`src/rtl/dac_spi_tx.sv`:
```
// dac_spi_tx: frames one 12-bit sample per handshake as a 16-bit {CMD,data} SPI write, MSB first.
// Optional DAC_SIGNED_IN_EN: sample_in is two's complement and is sent as offset binary.
module dac_spi_tx #(
  parameter int unsigned CLK_DIV = 2,
  parameter int unsigned CS_GAP  = 2,
  parameter logic [3:0]  CMD     = 4'b0011
) (
  input  logic        clock,
  input  logic        reset,
  input  logic [11:0] sample_in,
  input  logic        sample_valid,
  output logic        sample_ready,
  output logic        DAC_CS_N,
  output logic        DAC_SCLK,
  output logic        DAC_DIN,
  output logic        busy,
  output logic        frame_done
);
  localparam int unsigned PW = (CLK_DIV > 1) ? $clog2(CLK_DIV) : 1;
  localparam int unsigned GW = (CS_GAP > 1) ? $clog2(CS_GAP) : 1;
  localparam logic [PW-1:0] PH_LAST  = PW'(CLK_DIV - 1);
  localparam logic [GW-1:0] GAP_LAST = GW'(CS_GAP - 1);

  typedef enum logic [1:0] {IDLE, SETUP, SHIFT, GAP} state_t;

  state_t        state_q;
  logic [PW-1:0] phase_q;
  logic [GW-1:0] gap_q;
  logic [4:0]    bits_q;
  logic [14:0]   shreg_q;
  logic          cs_n_q, sclk_q, din_q, busy_q, done_q;
  logic [11:0]   data_d;
  logic [15:0]   frame_d;

  always_comb begin
`ifdef DAC_SIGNED_IN_EN
    data_d = {~sample_in[11], sample_in[10:0]};
`else
    data_d = sample_in;
`endif
    frame_d = {CMD, data_d};
  end

  assign sample_ready = (state_q == IDLE);
  assign DAC_CS_N     = cs_n_q;
  assign DAC_SCLK     = sclk_q;
  assign DAC_DIN      = din_q;
  assign busy         = busy_q;
  assign frame_done   = done_q;

  always_ff @(posedge clock) begin
    if (reset) begin
      state_q <= IDLE;
      phase_q <= '0;
      gap_q   <= '0;
      bits_q  <= '0;
      shreg_q <= '0;
      cs_n_q  <= 1'b1;
      sclk_q  <= 1'b0;
      din_q   <= 1'b0;
      busy_q  <= 1'b0;
      done_q  <= 1'b0;
    end else begin
      done_q <= 1'b0;
      unique case (state_q)
        IDLE: begin
          if (sample_valid) begin
            state_q <= SETUP;
            shreg_q <= frame_d[14:0];
            din_q   <= frame_d[15];
            cs_n_q  <= 1'b0;
            busy_q  <= 1'b1;
            phase_q <= '0;
            bits_q  <= 5'd16;
          end
        end
        SETUP: begin
          if (phase_q == PH_LAST) begin
            phase_q <= '0;
            sclk_q  <= 1'b1;
            state_q <= SHIFT;
          end else begin
            phase_q <= phase_q + 1'b1;
          end
        end
        SHIFT: begin
          if (phase_q != PH_LAST) begin
            phase_q <= phase_q + 1'b1;
          end else begin
            phase_q <= '0;
            if (sclk_q) begin
              // falling edge: advance DIN, except after bit 0 which is held through CS hold
              sclk_q <= 1'b0;
              bits_q <= bits_q - 1'b1;
              if (bits_q != 5'd1) begin
                din_q   <= shreg_q[14];
                shreg_q <= {shreg_q[13:0], 1'b0};
              end
            end else if (bits_q == 5'd0) begin
              state_q <= GAP;
              cs_n_q  <= 1'b1;
              din_q   <= 1'b0;
              done_q  <= 1'b1;
              gap_q   <= '0;
            end else begin
              sclk_q <= 1'b1;
            end
          end
        end
        GAP: begin
          if (gap_q == GAP_LAST) begin
            state_q <= IDLE;
            busy_q  <= 1'b0;
          end else begin
            gap_q <= gap_q + 1'b1;
          end
        end
        default: state_q <= IDLE;
      endcase
    end
  end
endmodule

```
`config.mk`:
```
export PLATFORM = sky130hd
export DESIGN_NAME = dac_spi_tx
export DESIGN_NICKNAME = d
export VERILOG_FILES = /design/src/rtl/dac_spi_tx.sv
export SDC_FILE = /design/constraint.sdc
export NUM_CORES = 1
export LEC_CHECK = 0
export ABC_AREA = 1
export CELL_PAD_IN_SITES_DETAIL_PLACEMENT = 0
export CELL_PAD_IN_SITES_GLOBAL_PLACEMENT = 1
export CORE_UTILIZATION = 40
export CTS_BUF_LIST = sky130_fd_sc_hd__clkbuf_4 sky130_fd_sc_hd__clkbuf_8
export DETAILED_ROUTE_END_ITERATION = 12
export GPL_ROUTABILITY_DRIVEN = 1
export PLACE_DENSITY_LB_ADDON = 0.12
export REMOVE_ABC_BUFFERS = 1
export SLEW_MARGIN = 20
export SYNTH_ARGS = -nofsm -noshare
export SYNTH_HDL_FRONTEND = slang
export SYNTH_SLANG_ARGS = --single-unit
```
`constraint.sdc`:
```
create_clock -name clock -period 2.19 [get_ports clock]
set_input_delay 0.5475 -clock clock [delete_from_list [all_inputs] [get_ports clock]]
set_output_delay 0.5475 -clock clock [all_outputs]
set_load 0.02 [all_outputs]
```
==> results by group <==
Timing
  • Min cycle time layout: 2.09 ns
  • Final Hold Fails: 0
  • Max-slew violation count: 0
  • Relative slew margins: 75.1%
  • Unrepaired setup endpoints after global routing: no
  • # setup viols final: 0
  • Final worst-path cycle share: 95.4%
  • Peak Freq: 0.479 GHz
  • Worst-margin pin slew: 0.374 ns
  • Worst Clk Skew: 0.00621 ns
  • Final setup TNS: 0 ns

Logic synthesis
  • Synthesized instance count: 228
  • Synth warn: 0
  • Distinct cell type count after synthesis: 26
  • Cell area after synthesis: 1550 um2
  • Sequential share of the synthesized area: 37.6%
  • Post-synth top area cell: dfxtp_1
  • Syn avg cell area: 6.78 um2
  • Yosys top cell area share: 37.6%
  • Post-synthesis register bit count: 29
  • Synth area leaders: dfxtp_1, nand2_1, nor2_1

Detailed routing
  • Drt wl/cell: 11.9 um
  • Total number of vias: 1523
  • First DRT Iteration DRCs: 95
  • WL final: 3.63 mm
  • First-pass DRT Iterations: 4
  • Routed Antenna Nets: 0
  • DR DRC count: 0
  • DR vias/cell: 4.99

Power
  • VDD IR max: 0.516 mV
  • Pleak: 0.845 nW
  • PwrDens: 1440 nW/um2

GRT
  • Initial antenna violation count: 0
  • Vias in the first global route: 1431
  • Tot GR Track Use: 20.1%
  • Gr ovfl total: 0
  • First-pass GRT wire length: 6.31 mm
  • Pin count of the biggest net entering global routing: 19

Cells and area
  • Layout area overhead: 24.0%
  • N_diodes: 0
  • Layout cells sized above 1: 9.73%
  • Commonest cells after routing, fill and taps aside: nand2_1, nor2_1, dfxtp_1
  • Post-layout util: 51.9%
  • # nets final: 278
  • Layout Cells excl Fill: 305
  • Most common cell after layout, fill and taps aside: nand2_1

Die
  • Core area: 3690 um2
  • Die H: 64.2 um
  • FP Rows: 22
  • Die Area: 4120 um2
  • Initial Util: 41.9%
  • Die width: 64.2 um
  • I/O pin cnt: 21

Setup path
  • Critical Path, Cell by Cell: inv_1 -> ha_1 -> clkdlybuf4s50_1
  • CP Capture Type: output port
  • Crit path launch type: register
  • Reg2reg start: state_q[0]$_SDFFE_PP0P_
  • Critical path's largest stage delay: 0.60 ns
  • Worst r2r path cells: 8
  • Crit-path max FO: 4
  • Req. time, crit path: 1.64 ns
  • Kind of critical path: register to output port
  • CP arrival: 1.54 ns
  • Reg2Reg Capture Point: bits_q[0]$_SDFFE_PP0P_
  • FF-to-FF setup slack: 0.41 ns
  • Critical Path Sink: sample_ready
  • CP max stage cell: clkdlybuf4s50_1
  • Crit path from: state_q[0]$_SDFFE_PP0P_

Flow run
  • Max-cap violations: 0

Placement
  • Post-DP HPWL: 2.45 mm
  • Placed insts: 297
  • RePlAce Congestion: 0.724
  • IO Port Bufs: 20

CTS
  • Clk pin slew, worst setup/hold paths: 0.07 ns
  • Num CTS Buffers: 5
  • CTS tree: done
  • Post-CTS resize count: 0
  • H-Tree Depth: 2
  • Sink Count: 29
  • Clock latency at the later pin of the worst-skew pair: 0.29 ns
  • CTS root buf: clkbuf_8
  • Max Root-Sink Buffers: 2
  • Setup Buffers After CTS: 0
  • CTS Hold Bufs: 0

Run status
  • Status: complete, no violations

Hold path
  • Min-Delay Path Class: register to register
-- how the worst min path moves through the flow --
stage | start | end | slack [ns] | depth (start not counted)
6_report | shreg_q[14]$_SDFFE_PP0P_ | shreg_q[14]$_SDFFE_PP0P_ | 0.47 | 2
4_1_cts | shreg_q[3]$_SDFFE_PP0P_ | shreg_q[3]$_SDFFE_PP0P_ | 0.47 | 2
5_1_grt | shreg_q[9]$_SDFFE_PP0P_ | shreg_q[9]$_SDFFE_PP0P_ | 0.49 | 2
3_5_place_dp | shreg_q[3]$_SDFFE_PP0P_ | shreg_q[3]$_SDFFE_PP0P_ | 0.46 | 2
2_1_floorplan | bits_q[4]$_SDFFE_PP0P_ | bits_q[4]$_SDFFE_PP0P_ | 0.43 | 2
3_3_place_gp | DAC_CS_N$_SDFFE_PP1P_ | DAC_CS_N$_SDFFE_PP1P_ | 0.45 | 2
-- worst max-delay path, delay by kind of cell (launching register included) --
family                   cells  cell delay (ns)
buffers and inverters        2             0.73
flip-flops                   1             0.33
adder cells (fa/ha/maj)      1             0.19
-- kinds of logic (layout without fill, tap and decap cells) --
| kind of cell | count (synthesis) | after routing | synth area share, % |
|---|---|---|---|
| XOR/XNOR | 1 | 1 | 0.567 |
| adder cells (fa/ha/maj) | 7 | 7 | 5.67 |
| AO/OA/AOI/OAI | 32 | 32 | 12.8 |
| AND/OR/NAND/NOR | 131 | 131 | 35.2 |
| flip-flops | 29 | 29 | 37.6 |
| buffers and inverters | 28 | 57 | 8.18 |
-- sequential cells by signal (all words and copies together), names as in the netlist --
register    cells
shreg_q        15
bits_q          5
state_q         2
DAC_CS_N        1
DAC_DIN         1
DAC_SCLK        1
busy            1
frame_done      1
gap_q           1
phase_q         1
-- cell type report --
cell class / instances / area (um2)
Clock buffer: 5 / 68.8
Clock inverter: 3 / 17.5
Fill cell: 388 / 1770
Inverter: 18 / 67.6
Multi-Input combinational cell: 171 / 838
Sequential cell: 29 / 581
Tap cell: 48 / 60.1
Timing Repair Buffer: 31 / 283
-- cell usage after synthesis (all sizes together) --
master   n
a21boi  11
o211ai   1
dfxtp   29
o21ai    6
a31o     1
nand3   26
ha       7
buf      6
nand2   54
and3     1
xor2     1
a21oi   13
nor3b    1
clkbuf   4
nor3     1
inv     18
or2      1
nand4    3
nor2    43
nor4     1
-- power by group --
group,internal (W),switching (W),leakage [nW]
combinational,0.000586,0.000920,0.562
sequential,0.000707,0.000106,0.239
clock,0.000219,0.000228,0.0439
-- per-stage QoR --
step / setup slack [ns] / hold WS, ns / cell area [um2] / total power, W
2_1_floorplan: -0.0332 / 0.433 / 1490 / 0.00184
3_3_place_gp: 0.229 / 0.450 / 1830 / 0.00233
3_5_place_dp: 0.210 / 0.458 / 1830 / 0.00233
4_1_cts: 0.0991 / 0.473 / 1920 / 0.00278
5_1_grt: 0.0220 / 0.492 / 1920 / 0.00305
6_report: 0.101 / 0.469 / 1920 / 0.00277
-- routing by layer --
layer,vias to the layer above,global-route usage (%),part of all wire [%]
met5,-,0,0
met3,7,3.75,3.0
met2,30,34.4,48
met1,691,24.3,47
met4,0,9.17,1.9
li1,795,-,-
No activity file was read; power rests on OpenSTA's default activity.
